$ cat src/rtl/fix2flt_seq.sv
// Signed fixed-point to {sign, exp, man} float converter, normalising one bit per cycle.
// Latency: done pulses 4+lz cycles after start is accepted (lz = leading zeros of |fix_in|).
// Backpressure: none; start is ignored while busy, and a start in the done cycle is accepted.
module fix2flt_seq #(
    parameter int FIX_W    = 16,
    parameter int FRAC_W   = 8,
    parameter int EXP_W    = 5,
    parameter int MAN_W    = 10,
    parameter int RND_MODE = 0
) (
    input  logic                   clk,
    input  logic                   reset,
    input  logic                   start,
    input  logic [FIX_W-1:0]       fix_in,
    output logic                   done,
    output logic                   busy,
    output logic [EXP_W+MAN_W:0]   flt_out,
    output logic                   ovf,
    output logic                   uf
);

    localparam int LZ_W  = $clog2(FIX_W) + 1;
    localparam int EXT_W = FIX_W + MAN_W;
    localparam int BIAS  = 2**(EXP_W-1) - 1;
    localparam int E_MAX = 2**EXP_W - 1;
    // Biased exponent of a magnitude whose MSB is already set (lz = 0).
    localparam int E_TOP = FIX_W - 1 - FRAC_W + BIAS;

    typedef enum logic [1:0] {S_IDLE, S_LOAD, S_NORM, S_PACK} state_t;

    state_t            state;
    state_t            state_nxt;
    logic [FIX_W-1:0]  fix_q;
    logic [FIX_W-1:0]  mag;
    logic              sign;
    logic [LZ_W-1:0]   lz;

    // Pack-stage combinational results.
    logic [EXT_W-1:0]      ext;
    logic [MAN_W-1:0]      man_t;
    logic                  guard;
    logic                  sticky;
    logic                  inc;
    logic [MAN_W:0]        man_r;
    int                    e_b;
    logic [EXP_W+MAN_W:0]  flt_nxt;
    logic                  ovf_nxt;
    logic                  uf_nxt;

    // State register.
    always_ff @(posedge clk) begin
        if (reset) state <= S_IDLE;
        else       state <= state_nxt;
    end

    // Next-state logic: normalisation stops once the MSB is set or the value is zero.
    always_comb begin
        state_nxt = state;
        case (state)
            S_IDLE: if (start) state_nxt = S_LOAD;
            S_LOAD: state_nxt = S_NORM;
            S_NORM: if (mag[FIX_W-1] || (mag == '0)) state_nxt = S_PACK;
            S_PACK: state_nxt = S_IDLE;
            default: state_nxt = S_IDLE;
        endcase
    end

    // Operand capture, sign/magnitude split and one-bit-per-cycle left shift.
    always_ff @(posedge clk) begin
        if (reset) begin
            fix_q <= '0;
            mag   <= '0;
            sign  <= 1'b0;
            lz    <= '0;
        end else begin
            case (state)
                S_IDLE: if (start) fix_q <= fix_in;
                S_LOAD: begin
                    sign <= fix_q[FIX_W-1];
                    // Most negative input negates to 2^(FIX_W-1), which is the right magnitude.
                    mag  <= fix_q[FIX_W-1] ? (~fix_q + 1'b1) : fix_q;
                    lz   <= '0;
                end
                S_NORM: if (!mag[FIX_W-1] && (mag != '0)) begin
                    mag <= {mag[FIX_W-2:0], 1'b0};
                    lz  <= lz + 1'b1;
                end
                default: ;
            endcase
        end
    end

    // Mantissa extraction, optional round-to-nearest-even, exponent range handling.
    always_comb begin
        // Drop the hidden bit and zero-pad so narrow inputs still fill the mantissa.
        ext     = {mag[FIX_W-2:0], {(MAN_W+1){1'b0}}};
        man_t   = ext[EXT_W-1 -: MAN_W];
        guard   = ext[EXT_W-1-MAN_W];
        sticky  = |ext[EXT_W-2-MAN_W:0];
        inc     = (RND_MODE == 1) && guard && (sticky || man_t[0]);
        man_r   = {1'b0, man_t} + {{MAN_W{1'b0}}, inc};
        // Mantissa carry-out leaves man_r[MAN_W-1:0] at zero and bumps the exponent.
        e_b     = E_TOP - int'(lz) + int'(man_r[MAN_W]);
        flt_nxt = '0;
        ovf_nxt = 1'b0;
        uf_nxt  = 1'b0;
        if (mag == '0) begin
            flt_nxt = '0;
        end else if (e_b >= E_MAX) begin
            flt_nxt = {sign, {EXP_W{1'b1}}, {MAN_W{1'b0}}};
            ovf_nxt = 1'b1;
        end else if (e_b <= 0) begin
            flt_nxt = {sign, {EXP_W{1'b0}}, {MAN_W{1'b0}}};
            uf_nxt  = 1'b1;
        end else begin
            flt_nxt = {sign, EXP_W'(e_b), man_r[MAN_W-1:0]};
        end
    end

    // Result registers: updated only in PACK and held until the next result.
    always_ff @(posedge clk) begin
        if (reset) begin
            done    <= 1'b0;
            flt_out <= '0;
            ovf     <= 1'b0;
            uf      <= 1'b0;
        end else begin
            done <= (state == S_PACK);
            if (state == S_PACK) begin
                flt_out <= flt_nxt;
                ovf     <= ovf_nxt;
                uf      <= uf_nxt;
            end
        end
    end

    // Busy covers the whole conversion including the cycle that presents done.
    assign busy = (state != S_IDLE) || done;

endmodule

$ cat config.mk
export PLATFORM = sky130hd
export DESIGN_NAME = fix2flt_seq
export DESIGN_NICKNAME = d
export VERILOG_FILES = /design/src/rtl/fix2flt_seq.sv
export SDC_FILE = /design/constraint.sdc
export NUM_CORES = 1
export LEC_CHECK = 0
export ABC_CLOCK_PERIOD_IN_PS = 2750
export CAP_MARGIN = 20
export CORE_AREA = 5 5 83 85
export CTS_CLUSTER_SIZE = 40
export DETAILED_ROUTE_END_ITERATION = 16
export DIE_AREA = 0 0 88 90
export PLACE_DENSITY_LB_ADDON = 0.1
export SETUP_SLACK_MARGIN = 0.4
export SLEW_MARGIN = 30
export SYNTH_ARGS = -nofsm -noshare
export SYNTH_HDL_FRONTEND = slang
export SYNTH_SLANG_ARGS = --single-unit
$ cat constraint.sdc
create_clock -name clk -period 2.75 [get_ports clk]
set_clock_uncertainty 0.05 [all_clocks]
set_input_delay 0.55 -clock clk [delete_from_list [all_inputs] [get_ports clk]]
set_output_delay 0.55 -clock clk [all_outputs]
set_load 0.03 [all_outputs]
==> reports/metrics.csv <==
metric,value,unit
Initial Util,0.473,
Reg area,0.00118,mm2
CP endpoint kind,register,
RR Endpoint,mag[11]$_SDFFE_PP0P_,
worst-path cell chain,or4_4 > o41a_4 > nor2_8 > a2111oi_1 > a31o_1,
Mapped Cells,343,
"most common cell after layout, fill and taps aside",dfxtp_1,
Final setup violation count,0,
I/O pin total,39,
ant diodes,0,
top_reg_cell synth,dfxtp_1,
largest net degree at the start of global routing,27,
YS warnings,0,
drt pass-1 iters,4,
initial antenna violation count,0,
Reg2Reg Setup Slack,0.52,ns
post-route ant nets,0,
CTS sink count,59,
Lkg Pwr,1.29,nW
CTS HTree Levels,3,
Fin. Hold Viols,0,
synthesized area,0.00290,mm2
Die W,88,um
headroom to the max-slew limit,0.595,
first-pass GRT wire length,11.1,mm
Min-Delay Path Class,register to register,
Slew @ Worst Pin,0.607,ns
worst skew pair latency,0.34,ns
vias,2461,
CP startpoint kind,register,
Root Driver,clkbuf_8,
critical path's largest stage delay,0.60,ns
# port buffers,38,
R2R depth,5,
Syn Area/Cell,8.45,um2
hold-critical path depth,2,
# rows,29,
share of layout cells above drive strength 1,0.105,
RSZ-0062 raised after global routing,false,
CTS tree,done,
setup bufs post-CTS,0,
"commonest non-fill, non-tap cells in the layout","dfxtp_1, nand2_1, nor2_1, clkdlybuf4s50_1, a21oi_1",
Fill cells,578,
WL/cell,14.8,um
Placer Congestion,0.851,
Worst VDD drop,0.408,mV
Total Wirelength,6.75,mm
initial drt markers,145,
DRC violations left,0,
Tcrit/Tclk final,0.811,
vias per cell,5.39,
slowest CP cell,o41a_4,
Worst EP arrival,2.41,ns
Worst Path Required,2.93,ns
Hold Startpoint,fix_q[14]$_SDFFE_PP0P_,
Mapped Nets,370,
die area,0.00792,mm2
Post-DP HPWL,4.95,mm
status,finished clean,
core area,0.00613,mm2
Unique masters post-synth,55,
pwr dens,924,mW/mm2
Nets,402,
maximum clock path buffer count,2,
crit path kind,register to register,
Syn-to-layout area delta,22.7,%
area occupied by multi-input gates,0.00159,mm2
ys async rst share,0,
Die Y,90,um
fin util,0.580,
setup TNS,0,ns
R2R Path Start,mag[0]$_SDFFE_PP0P_,
#FFs+latches synth,59,
fin crit period,2.23,ns
clock slew at reported path FFs,0.07,ns
Hold Path End,fix_q[14]$_SDFFE_PP0P_,
sequential element share of the synthesized area,0.407,
vias in the first global route,2306,
MaxCap Viol Count,0,
fin worst setup slack,0.520,ns
total power,3.29,mW
Global Route Usage Sum,0.177,
GRT overflow,0,
Setup WS pre-CTS,0.515,ns
CTS buffer count,9,
"EDFF count, synth",0,
FMAX,448,MHz
CP Max Fanout,15,
cell area after placement,0.00331,mm2
Max Slew Vio Count,0,
Final Cell Area,0.00356,mm2
## worst max-delay path: cells and delay by family, from the launching register on
kind | cells | cell delay, ns
and+or+nand+nor | 2 | 0.85
AOI/OAI and AO/OA | 3 | 0.90
DFF | 1 | 0.33
## cell usage after synthesis (2+ instances only)
cell type / count / share of area
dfxtp_1: 59 / 0.41
nand2_1: 56 / 0.073
nor2_1: 37 / 0.048
a21oi_1: 22 / 0.038
a22oi_1: 16 / 0.041
clkbuf_1: 16 / 0.021
inv_1: 11 / 0.014
xnor2_1: 10 / 0.030
a21oi_2: 9 / 0.027
ha_1: 8 / 0.035
nand2b_1: 7 / 0.015
o211ai_1: 7 / 0.018
o21ai_0: 7 / 0.012
xor2_1: 6 / 0.018
nand4_1: 5 / 0.011
nor2b_1: 4 / 0.0086
nor3_1: 4 / 0.0069
and2_1: 3 / 0.0065
buf_1: 3 / 0.0039
mux2i_1: 3 / 0.010
o221ai_1: 3 / 0.0091
or4_1: 3 / 0.0078
or4_4: 3 / 0.012
a211oi_1: 2 / 0.0052
a31oi_1: 2 / 0.0043
a41oi_1: 2 / 0.0060
nand3_1: 2 / 0.0035
nor4_1: 2 / 0.0043
o21ai_1: 2 / 0.0035
o31ai_1: 2 / 0.0052
o41ai_1: 2 / 0.0060
or3_1: 2 / 0.0043
## flip-flops by register name, summed over array words and instances, names as in the netlist
register and flops:
done 1, fix_q 16, flt_out 16, lz 5
mag 16, ovf 1, sign 1, state 2
uf 1
## cells by family (layout without fill, tap and decap cells)
| kind of cell | count (synthesis) | after routing | share of synthesized area |
|---|---|---|---|
| AND/OR/NAND/NOR | 134 | 134 | 0.220 |
| AO/OA/AOI/OAI | 90 | 90 | 0.234 |
| flip-flops | 59 | 59 | 0.407 |
| buffers and inverters | 33 | 70 | 0.0457 |
| XOR/XNOR | 16 | 16 | 0.0483 |
| adder cells (fa/ha/maj) | 8 | 8 | 0.0345 |
| multiplexers | 3 | 3 | 0.0104 |
## per-layer routing
metal	routed length, um	vias up	GRT usage
li1	-	1277	-
met1	3080	1124	0.220
met2	3290	54	0.288
met3	311	6	0.0439
met4	74	0	0.0691
met5	0	-	0
## area by class of cell
class,count,area share
clock inverter,5,0.0281
inverter,12,0.0127
clock buffer,11,0.0397
multi-input combinational,251,0.447
timing repair buffer,42,0.114
tap,77,0.0271
sequential,59,0.332
## power by group
group | internal (mW) | leakage (nW) | switching, mW
clock | 0.624 | 0.123 | 0.347
combinational | 0.444 | 0.686 | 0.760
sequential | 0.974 | 0.479 | 0.137
## metrics by stage
step / hold WS, ns / instances
floorplan: 0.391 / 343
global placement: 0.413 / 441
detailed placement: 0.415 / 441
CTS: 0.424 / 457
global route: 0.455 / 457
finish: 0.418 / 457
## what timing repair did
item,CTS,global route
resized for setup,1,2
setup endpoints to repair,1,3
hold buffers,0,0
## worst max path at each step
stage,from,to,slack (ns),depth (start not counted)
global placement,mag[0]$_SDFFE_PP0P_,mag[11]$_SDFFE_PP0P_,0.54,5
finish,mag[0]$_SDFFE_PP0P_,mag[11]$_SDFFE_PP0P_,0.52,5
global route,state[0]$_SDFFE_PP0P_,mag[11]$_SDFFE_PP0P_,0.43,7
detailed placement,mag[0]$_SDFFE_PP0P_,mag[11]$_SDFFE_PP0P_,0.52,5
CTS,mag[0]$_SDFFE_PP0P_,mag[11]$_SDFFE_PP0P_,0.50,5
floorplan,mag[0]$_SDFFE_PP0P_,mag[7]$_SDFFE_PP0P_,0.72,6
No activity file was read; power rests on OpenSTA's default activity.
